<file path="config.mk">
export PLATFORM = sky130hd
export DESIGN_NAME = merger_input_fifo
export DESIGN_NICKNAME = d
export VERILOG_FILES = /design/src/rtl/merger_input_fifo.sv
export SDC_FILE = /design/constraint.sdc
export NUM_CORES = 1
export LEC_CHECK = 0
export ABC_AREA = 1
export BUFFER_PORTS_ARGS = -buffer_cell sky130_fd_sc_hd__buf_2
export CORE_MARGIN = 5
export CORE_UTILIZATION = 60
export DETAILED_ROUTE_END_ITERATION = 8
export GPL_TIMING_DRIVEN = 0
export HOLD_SLACK_MARGIN = 0.12
export PLACE_DENSITY = 0.78
export RECOVER_POWER = 50
export SYNTH_ARGS = -nofsm -noshare
export SYNTH_HDL_FRONTEND = slang
export SYNTH_SLANG_ARGS = --single-unit
</file>
<file path="constraint.sdc">
create_clock -name clk -period 2.6 [get_ports clk]
set_input_delay 0.39 -clock clk [delete_from_list [all_inputs] [get_ports clk]]
set_output_delay 0.39 -clock clk [all_outputs]
set_load 0.01 [all_outputs]
</file>
<file path="src/rtl/merger_input_fifo.sv">
// First-word-fall-through input FIFO feeding one merger input port.
// Head word is presented combinationally from storage; flags derive from the registered count.
module merger_input_fifo #(
    parameter int DATA_WIDTH = 12,
    parameter int DEPTH_LOG2 = 4,
    parameter int AF_LEVEL   = 14
) (
    input  logic                  clk,
    input  logic                  reset,
    input  logic                  en,
    input  logic [DATA_WIDTH-1:0] din,
    input  logic                  wr_en,
    output logic                  full,
    output logic                  almost_full,
    output logic                  overflow,
    output logic [DATA_WIDTH-1:0] dout,
    output logic                  valid,
    input  logic                  rd,
    output logic [DEPTH_LOG2:0]   count
);
    localparam int DEPTH = 2 ** DEPTH_LOG2;
    localparam logic [DEPTH_LOG2:0] DEPTH_CNT = (DEPTH_LOG2 + 1)'(DEPTH);
    localparam logic [DEPTH_LOG2:0] AF_CNT    = (DEPTH_LOG2 + 1)'(AF_LEVEL);

    logic [DATA_WIDTH-1:0] mem_q [DEPTH];
    logic [DEPTH_LOG2-1:0] wr_ptr_q, wr_ptr_d;
    logic [DEPTH_LOG2-1:0] rd_ptr_q, rd_ptr_d;
    logic [DEPTH_LOG2:0]   count_q, count_d;
    logic                  overflow_q, overflow_d;
    logic                  pop, push, drop;

    assign valid       = (count_q != '0);
    assign full        = (count_q == DEPTH_CNT);
    assign almost_full = (count_q >= AF_CNT);
    assign overflow    = overflow_q;
    assign count       = count_q;
    assign dout        = mem_q[rd_ptr_q];

    // A same-edge pop frees a slot, so a full FIFO can still accept a write.
    assign pop  = en && rd && valid;
    assign push = en && wr_en && (!full || pop);
    assign drop = en && wr_en && full && !pop;

    always_comb begin
        wr_ptr_d   = wr_ptr_q;
        rd_ptr_d   = rd_ptr_q;
        count_d    = count_q;
        overflow_d = overflow_q || drop;
        if (push) wr_ptr_d = wr_ptr_q + DEPTH_LOG2'(1);
        if (pop)  rd_ptr_d = rd_ptr_q + DEPTH_LOG2'(1);
        if (push && !pop)
            count_d = count_q + (DEPTH_LOG2 + 1)'(1);
        else if (pop && !push)
            count_d = count_q - (DEPTH_LOG2 + 1)'(1);
    end

    always_ff @(posedge clk) begin
        if (!reset) begin
            wr_ptr_q   <= '0;
            rd_ptr_q   <= '0;
            count_q    <= '0;
            overflow_q <= 1'b0;
        end else begin
            wr_ptr_q   <= wr_ptr_d;
            rd_ptr_q   <= rd_ptr_d;
            count_q    <= count_d;
            overflow_q <= overflow_d;
        end
    end

    // Storage is never cleared; a reset edge only blocks the write.
    always_ff @(posedge clk) begin
        if (reset && push) mem_q[wr_ptr_q] <= din;
    end
endmodule

</file>
==> results of run 1 <==
==> registers in the layout (all words and copies together), names as in the netlist, named ones only <==
name / count
wr_ptr_q: 4
mem_q: 192
overflow: 1
count: 5
rd_ptr_q: 4
==> power by group through the flow <==
stage | clock network [uW] | logic (uW) | registers, uW
floorplan | 0 | 745 | 3840
global placement | 0 | 1140 | 3840
detailed placement | 0 | 1170 | 3840
CTS | 3110 | 1180 | 3770
global route | 3260 | 1300 | 3780
finish | 3080 | 1180 | 3770
==> worst max-delay path, delay by kind of cell (launching register included) <==
kind / cells / cell delay [ns]
flops: 1 / 0.30
buf+inv: 3 / 0.82
simple gates: 3 / 0.49
==> cell type report <==
cell class / instances / area, um2 / area share [%]
clock buffers: 29 / 556 / 5.58
repair buffers: 37 / 163 / 1.63
clock inverters: 8 / 143 / 1.43
inverters: 53 / 201 / 2.02
plain buffers: 39 / 284 / 2.85
flip-flops and latches: 210 / 6130 / 61.5
multi-input cells: 481 / 2250 / 22.6
well taps: 184 / 230 / 2.31
==> synthesized netlist by cell type, types with 2 or more instances <==
cell                       count
sky130_fd_sc_hd__nand3_1      79
sky130_fd_sc_hd__o21ai_1      31
sky130_fd_sc_hd__dfxtp_1      18
sky130_fd_sc_hd__buf_4         2
sky130_fd_sc_hd__a21oi_1      11
sky130_fd_sc_hd__nand4_1       2
sky130_fd_sc_hd__o211ai_2      2
sky130_fd_sc_hd__buf_1         3
sky130_fd_sc_hd__ha_1          9
sky130_fd_sc_hd__buf_6        14
sky130_fd_sc_hd__o211ai_1     24
sky130_fd_sc_hd__xor2_1        2
sky130_fd_sc_hd__o21ai_0      23
sky130_fd_sc_hd__nand2_1     168
sky130_fd_sc_hd__inv_1        49
sky130_fd_sc_hd__nand2_2       2
sky130_fd_sc_hd__nor2_1      122
sky130_fd_sc_hd__buf_2        12
sky130_fd_sc_hd__edfxtp_1    192
sky130_fd_sc_hd__inv_2         3
sky130_fd_sc_hd__clkbuf_1      8
==> per-stage QoR <==
| step | power, uW | TNS (ns) | worst slack, ns | std cells |
|---|---|---|---|---|
| after CTS | 8050 | 0 | 0.0335 | 1041 |
| final | 8030 | 0 | 0.108 | 1041 |
| after detailed placement | 5010 | -0.847 | -0.0606 | 1004 |
| after global placement | 4970 | 0 | 0.0369 | 1004 |
| after floorplan | 4580 | 0 | 0.546 | 783 |
| after global routing | 8340 | 0 | 0.0000775 | 1041 |
==> cells by family (layout without fill, tap and decap cells) <==
kind of cell / after synthesis / in the layout / synth area share [%]
AOI/OAI and AO/OA: 93 / 93 / 6.17
and+or+nand+nor: 375 / 375 / 17.2
buffers and inverters: 92 / 166 / 5.39
DFF: 210 / 210 / 69.4
xor gates and xnor gates: 3 / 3 / 0.298
adders and majority gates: 10 / 10 / 1.50
==> final timing paths <==
| check | from | endpoint | slack [ns] | cells after the start |
|---|---|---|---|---|
| setup / recovery | register | dout[3] | 0.11 | 6 |
| hold / removal | reset | count[0]$_SDFFE_PN0P_ | 0.22 | 3 |
| setup reg to reg | count[0]$_SDFFE_PN0P_ | mem_q[3][2]$_DFFE_PP_ | 0.15 | 6 |
| hold reg to reg | overflow$_SDFF_PN0_ | overflow$_SDFF_PN0_ | 0.48 | 2 |
==> routing by layer <==
| layer | global-route usage [%] | wire [um] | vias up |
|---|---|---|---|
| met5 | 0 | 0 | - |
| met2 | 41.9 | 10600 | 296 |
| met3 | 5.81 | 1980 | 53 |
| li1 | - | - | 2819 |
| met4 | 8.34 | 721 | 0 |
| met1 | 32.2 | 8400 | 2947 |
==> metrics.txt, run 1 <==
# TYPE chip_impl_metric gauge
chip_impl_metric{name="route.final.wire_length",unit="mm"} 21.7
chip_impl_metric{name="grt_start_max_net_pins",unit=""} 17
chip_impl_metric{name="cp_max_fo",unit=""} 10
chip_impl_metric{name="row_count",unit=""} 44
chip_impl_metric{name="synth.net_count",unit=""} 810
chip_impl_metric{name="min_period",unit="ns"} 2.49
chip_impl_info{name="cts_tree",value="built"} 1
chip_impl_metric{name="final_design_area_excluding_fillers",unit="mm2"} 0.00996
chip_impl_metric{name="worst_setup_hold_path_clk_slew",unit="ns"} 0.06
chip_impl_metric{name="detailedRoute.firstIterationViolations",unit=""} 603
chip_impl_metric{name="htree_levels",unit=""} 1
chip_impl_metric{name="drt_pass1_iterations",unit=""} 5
chip_impl_metric{name="boundaryPins",unit=""} 38
chip_impl_metric{name="post_drt_via_cell_ratio",unit=""} 5.87
chip_impl_metric{name="post-route-drc-count",unit=""} 0
chip_impl_metric{name="grt_pass1_vias",unit=""} 6140
chip_impl_metric{name="final_hold_viol_count",unit=""} 0
chip_impl_metric{name="numPortBuffers",unit=""} 37
chip_impl_info{name="synthTopCellsByArea",value="sky130_fd_sc_hd__edfxtp_1, sky130_fd_sc_hd__nand2_1, sky130_fd_sc_hd__nor2_1"} 1
chip_impl_metric{name="final_max_slew_viol_count",unit=""} 0
chip_impl_metric{name="timing.hold.ws",unit="ns"} 0.219
chip_impl_metric{name="floorplan.die_area",unit="mm2"} 0.0172
chip_impl_metric{name="required",unit="ns"} 2.21
chip_impl_metric{name="cts_buffers",unit=""} 21
chip_impl_metric{name="synth_sequential_area_ratio",unit="%"} 69.4
chip_impl_info{name="status",value="finished, final reports clean"} 1
chip_impl_info{name="worstSetupStartpointType",value="register"} 1
chip_impl_metric{name="initial_core_util",unit="%"} 61.0
chip_impl_metric{name="crit_path_max_incr_delay",unit="ns"} 0.48
chip_impl_metric{name="antenna_cells_inserted",unit=""} 0
chip_impl_metric{name="actual_slew_at_the_worst_max_slew_pin",unit="ns"} 1.18
chip_impl_metric{name="power.net_switching",unit="uW"} 2010
chip_impl_metric{name="clock-skew-final",unit="ns"} 0.00895
chip_impl_metric{name="clkPwrFrac",unit="%"} 38.3
chip_impl_metric{name="post-synth-top-area-fraction",unit="%"} 65.3
chip_impl_info{name="mostFrequentLayoutCell",value="sky130_fd_sc_hd__edfxtp_1"} 1
chip_impl_metric{name="p_per_area",unit="mW/mm2"} 807
chip_impl_metric{name="grt_total_usage",unit="%"} 24.9
chip_impl_metric{name="comb_power_share",unit="%"} 14.7
chip_impl_metric{name="overflow_left_after_global_routing",unit=""} 0
chip_impl_metric{name="synth.yosys.warnings",unit=""} 0
chip_impl_metric{name="post_drt_wl_per_cell",unit="um"} 20.9
chip_impl_metric{name="clock.fmax",unit="MHz"} 401
chip_impl_info{name="cp_cell_sequence",value="buf_2 -> buf_1 -> nand3_1 -> nand3_1 -> nand2_1 -> buf_2"} 1
chip_impl_metric{name="hpwl_after_dpl",unit="mm"} 14.3
chip_impl_metric{name="dieWidth",unit="um"} 131
chip_impl_metric{name="vias",unit=""} 6115
chip_impl_metric{name="cts_post_setup_buffers_inserted",unit=""} 0
chip_impl_metric{name="worst_slew_margin_rel",unit="%"} 20.7
chip_impl_metric{name="areaGrowthSynthToFinish",unit="%"} 12.8
chip_impl_metric{name="synth_enable_flop_cells",unit=""} 192
chip_impl_metric{name="synth.lib_cells_used.distinct",unit=""} 28
chip_impl_metric{name="vdd_ir_max",unit="mV"} 0.533
chip_impl_metric{name="cts_buffer_depth",unit=""} 3
chip_impl_info{name="timing.setup.critical_path_class",value="register to primary output"} 1
chip_impl_metric{name="asyncSetResetFlopFracSynth",unit="%"} 0
chip_impl_metric{name="gpl.final_weighted_congestion",unit=""} 0.974
chip_impl_metric{name="post_synthesis_area_per_instance",unit="um2"} 11.3
chip_impl_info{name="synth_area_leader_cell",value="sky130_fd_sc_hd__edfxtp_1"} 1
chip_impl_metric{name="cts.sink_count",unit=""} 210
chip_impl_info{name="dominant_register_cell_in_the_synthesized_netlist",value="sky130_fd_sc_hd__edfxtp_1"} 1
chip_impl_metric{name="die-height",unit="um"} 131
chip_impl_info{name="critical_path.endpoint_type",value="primary output"} 1
chip_impl_metric{name="antenna_violations_before_repair",unit=""} 0
chip_impl_info{name="min-delay-path-class",value="input pin to register"} 1
chip_impl_metric{name="final_core_util",unit="%"} 68.8
chip_impl_info{name="commonest_cells_after_routing_fill_and_taps_aside",value="sky130_fd_sc_hd__edfxtp_1, sky130_fd_sc_hd__nand2_1, sky130_fd_sc_hd__nor2_1"} 1
chip_impl_metric{name="leakage_dissipation",unit="uW"} 0.00373
chip_impl_metric{name="detailed_place.area",unit="mm2"} 0.00924
chip_impl_metric{name="global_route_wire_length_before_repair",unit="mm"} 33.7
chip_impl_metric{name="design.core.area",unit="mm2"} 0.0145
chip_impl_info{name="rsz0062_at_grt",value="false"} 1
chip_impl_metric{name="fraction_of_layout_cells_with_a_size_suffix_above_1",unit="%"} 11.9
chip_impl_metric{name="route.antenna.remaining_nets",unit=""} 0
chip_impl_metric{name="fin_crit_sh",unit="%"} 95.9
chip_impl_metric{name="layout.filler_cells",unit=""} 1019
chip_impl_metric{name="share_of_total_power_in_sequential_cells",unit="%"} 47.0
chip_impl_info{name="ctsRootBufferMaster",value="sky130_fd_sc_hd__clkbuf_16"} 1
chip_impl_metric{name="design.final.nets",unit=""} 870
chip_impl_metric{name="internal_dissipation",unit="uW"} 6020
chip_impl_metric{name="clock_insertion_delay_worst_skew",unit="ns"} 0.49
chip_impl_metric{name="switching_part_of_the_total_power",unit="%"} 25.1
chip_impl_metric{name="critical_path_arrival",unit="ns"} 2.10
chip_impl_metric{name="cts_hold_buffers",unit=""} 0
chip_impl_metric{name="drv.max_cap_violation_count",unit=""} 0
chip_impl_metric{name="cts_resized",unit=""} 1
chip_impl_metric{name="synth_seq_cells",unit=""} 210
chip_impl_metric{name="post_synth_instance_area",unit="mm2"} 0.00883
chip_impl_metric{name="report.final.setup_viol",unit=""} 0
chip_impl_metric{name="synthCells",unit=""} 783
chip_impl_info{name="cpMaxStageDelayCell",value="sky130_fd_sc_hd__buf_1"} 1
No activity file was read; power rests on OpenSTA's default activity.
==> run 2: changes to the inputs <==
--- a/config.mk
+++ b/config.mk
@@ -8,11 +8,11 @@
 export ABC_AREA = 1
 export BUFFER_PORTS_ARGS = -buffer_cell sky130_fd_sc_hd__buf_2
 export CORE_MARGIN = 5
-export CORE_UTILIZATION = 60
+export CORE_UTILIZATION = 55
 export DETAILED_ROUTE_END_ITERATION = 8
 export GPL_TIMING_DRIVEN = 0
 export HOLD_SLACK_MARGIN = 0.12
-export PLACE_DENSITY = 0.78
+export PLACE_DENSITY = 0.75
 export RECOVER_POWER = 50
 export SYNTH_ARGS = -nofsm -noshare
 export SYNTH_HDL_FRONTEND = slang
==> constraint.sdc (replaced) <==
create_clock -name clk -period 2.1 [get_ports clk]
set_input_delay 0.315 -clock clk [delete_from_list [all_inputs] [get_ports clk]]
set_output_delay 0.315 -clock clk [all_outputs]
set_load 0.01 [all_outputs]
==> metrics.txt, run 2 (synthesized netlist as in run 1, its figures left out) <==
# TYPE chip_impl_metric gauge
chip_impl_info{name="status",value="complete, but fails checks"} 1
chip_impl_info{name="failed_checks",value="setup timing"} 1
chip_impl_metric{name="worst_setup_hold_path_clk_slew",unit="ns"} 0.06
chip_impl_metric{name="fraction_of_layout_cells_with_a_size_suffix_above_1",unit="%"} 26.5
chip_impl_metric{name="areaGrowthSynthToFinish",unit="%"} 26.9
chip_impl_metric{name="p_per_area",unit="mW/mm2"} 927
chip_impl_metric{name="required",unit="ns"} 1.78
chip_impl_metric{name="clock_insertion_delay_worst_skew",unit="ns"} 0.49
chip_impl_metric{name="largest_reg_flops",unit=""} 192
chip_impl_metric{name="boundaryPins",unit=""} 38
chip_impl_metric{name="vias",unit=""} 6512
chip_impl_metric{name="comb_power_share",unit="%"} 19.2
chip_impl_metric{name="cts.sink_count",unit=""} 210
chip_impl_metric{name="route.final.wire_length",unit="mm"} 25.1
chip_impl_metric{name="antenna_violations_before_repair",unit=""} 0
chip_impl_metric{name="switching_part_of_the_total_power",unit="%"} 26.9
chip_impl_info{name="min-delay-path-class",value="input pin to register"} 1
chip_impl_metric{name="row_count",unit=""} 46
chip_impl_metric{name="internal_dissipation",unit="uW"} 7590
chip_impl_metric{name="hpwl_after_dpl",unit="mm"} 13.7
chip_impl_info{name="ctsRootBufferMaster",value="sky130_fd_sc_hd__clkbuf_16"} 1
chip_impl_metric{name="leakage_dissipation",unit="uW"} 0.00417
chip_impl_metric{name="drv.max_cap_violation_count",unit=""} 0
chip_impl_metric{name="clock-skew-final",unit="ns"} 0.0136
chip_impl_metric{name="dieWidth",unit="um"} 137
chip_impl_metric{name="final_core_util",unit="%"} 70.8
chip_impl_metric{name="critical_path_arrival",unit="ns"} 2.01
chip_impl_metric{name="post_drt_via_cell_ratio",unit=""} 5.86
chip_impl_metric{name="cts_buffer_depth",unit=""} 3
chip_impl_metric{name="grt_start_max_net_pins",unit=""} 17
chip_impl_metric{name="drt_pass1_iterations",unit=""} 6
chip_impl_metric{name="final_critical_path_setup_slack",unit="ns"} -0.221
chip_impl_metric{name="report.final.setup_viol",unit=""} 23
chip_impl_metric{name="clkPwrFrac",unit="%"} 35.7
chip_impl_info{name="regMostFlops",value="mem_q"} 1
chip_impl_metric{name="vdd_ir_max",unit="mV"} 0.614
chip_impl_metric{name="worst_slew_margin_rel",unit="%"} 32.2
chip_impl_info{name="mostFrequentLayoutCell",value="sky130_fd_sc_hd__edfxtp_1"} 1
chip_impl_metric{name="antenna_cells_inserted",unit=""} 0
chip_impl_metric{name="route.antenna.remaining_nets",unit=""} 0
chip_impl_metric{name="global_route_wire_length_before_repair",unit="mm"} 35.1
chip_impl_metric{name="cp_max_fo",unit=""} 8
chip_impl_info{name="commonest_cells_after_routing_fill_and_taps_aside",value="sky130_fd_sc_hd__edfxtp_1, sky130_fd_sc_hd__nand2_1, sky130_fd_sc_hd__nor2_1"} 1
chip_impl_metric{name="final_max_slew_viol_count",unit=""} 0
chip_impl_info{name="critical_path.endpoint_type",value="primary output"} 1
chip_impl_metric{name="preCtsSetupSlack",unit="ns"} -0.424
chip_impl_metric{name="initial_core_util",unit="%"} 55.8
chip_impl_metric{name="cts_buffers",unit=""} 21
chip_impl_metric{name="detailedRoute.firstIterationViolations",unit=""} 945
chip_impl_metric{name="final_hold_viol_count",unit=""} 0
chip_impl_metric{name="post_drt_wl_per_cell",unit="um"} 22.5
chip_impl_info{name="cts_tree",value="built"} 1
chip_impl_info{name="timing.setup.critical_path_class",value="register to primary output"} 1
chip_impl_metric{name="post-route-drc-count",unit=""} 0
chip_impl_metric{name="grt_pass1_vias",unit=""} 6153
chip_impl_metric{name="min_period",unit="ns"} 2.32
chip_impl_info{name="worstSetupStartpointType",value="register"} 1
chip_impl_metric{name="final.setup.tns",unit="ns"} -2.16
chip_impl_metric{name="layout.filler_cells",unit=""} 993
chip_impl_info{name="rsz0062_at_grt",value="true"} 1
chip_impl_metric{name="design.core.area",unit="mm2"} 0.0158
chip_impl_metric{name="clock.fmax",unit="MHz"} 431
chip_impl_metric{name="floorplan.die_area",unit="mm2"} 0.0187
chip_impl_metric{name="design.final.nets",unit=""} 909
chip_impl_metric{name="die-height",unit="um"} 137
chip_impl_metric{name="power.net_switching",unit="uW"} 2790
chip_impl_metric{name="htree_levels",unit=""} 1
chip_impl_metric{name="fin_crit_sh",unit="%"} 111
chip_impl_metric{name="actual_slew_at_the_worst_max_slew_pin",unit="ns"} 1.02
chip_impl_metric{name="overflow_left_after_global_routing",unit=""} 0
chip_impl_metric{name="numPortBuffers",unit=""} 37
chip_impl_metric{name="gpl.final_weighted_congestion",unit=""} 0.958
chip_impl_metric{name="share_of_total_power_in_sequential_cells",unit="%"} 45.1
chip_impl_metric{name="grt_total_usage",unit="%"} 25.3
==> run 2: cell types whose count changed in the layout (fill, tap and decap cells not counted), moves of 9 or more <==
cell / delta
sky130_fd_sc_hd__clkbuf_1: -11
sky130_fd_sc_hd__nand3_1: -33
sky130_fd_sc_hd__buf_12: +23
sky130_fd_sc_hd__buf_2: -9
sky130_fd_sc_hd__buf_4: +20
sky130_fd_sc_hd__nand2_2: +17
sky130_fd_sc_hd__nor2_1: -14
sky130_fd_sc_hd__o21ai_0: -12
sky130_fd_sc_hd__nor2_4: +18
sky130_fd_sc_hd__nand2_1: -18
sky130_fd_sc_hd__nand3_2: +28
==> run 2: worst max-delay path, cell delays in order, from the launching register on <==
cell	delay (ns)
sky130_fd_sc_hd__dfxtp_2	0.33
sky130_fd_sc_hd__buf_12	0.15
sky130_fd_sc_hd__buf_12	0.16
sky130_fd_sc_hd__clkbuf_16	0.16
sky130_fd_sc_hd__o211ai_1	0.23
sky130_fd_sc_hd__nand3_1	0.18
sky130_fd_sc_hd__nand3_2	0.11
sky130_fd_sc_hd__nand2_1	0.06
sky130_fd_sc_hd__buf_2	0.13
==> run 2: path summary, 6_finish.rpt <==
kind                          from                     end  slack, ns  depth (start not counted)
max reg2reg  count[3]$_SDFFE_PN0P_  mem_q[7][10]$_DFFE_PP_      -0.02                          7
max                       register                dout[10]      -0.22                          8
min                          reset   count[0]$_SDFFE_PN0P_       0.13                          3
min reg2reg    overflow$_SDFF_PN0_     overflow$_SDFF_PN0_       0.47                          2
==> run 2: through the flow <==
step	hold WS, ns	instance area (um2)	std cells	total power (uW)
floorplan	0.414	8830	783	5680
global placement	0.450	9280	1036	6170
detailed placement	0.462	9280	1036	6200
CTS	0.129	10600	1093	10100
global route	0.153	11200	1112	10700
finish	0.132	11200	1112	10400
==> run 2: power by group through the flow <==
| stage | registers [uW] | clock network, uW | logic (uW) |
|---|---|---|---|
| floorplan | 4750 | 0 | 922 |
| global placement | 4750 | 0 | 1410 |
| detailed placement | 4760 | 0 | 1440 |
| CTS | 4680 | 3670 | 1760 |
| global route | 4690 | 3850 | 2130 |
| finish | 4690 | 3710 | 1990 |
==> run 2: timing repair <==
item	CTS	global route
hold buffers	0	0
setup endpoints to repair	207	208
cloned	4	1
resized for setup	128	81
pin swaps	27	51
buffers inserted	16	20
==> run 2: final cells by class <==
cell class              instances  area (um2)  share of cell area (%)
repair buffers                 77         796                    7.10
well taps                     216         270                    2.41
clock buffers                  26         564                    5.04
clock inverters                11         105                   0.938
flip-flops and latches        210        6140                    54.8
plain buffers                  38         417                    3.72
multi-input cells             481        2700                    24.1
inverters                      53         213                    1.90
==> run 2: routing by layer <==
layer / vias up / GRT usage [%] / wire, um / share of wire (%)
met5: - / 0 / 0 / 0
met4: 0 / 9.63 / 1070 / 4.3
met3: 84 / 4.23 / 2440 / 9.7
met2: 419 / 42.3 / 12300 / 49
met1: 3100 / 33.4 / 9270 / 37
li1: 2909 / - / - / -
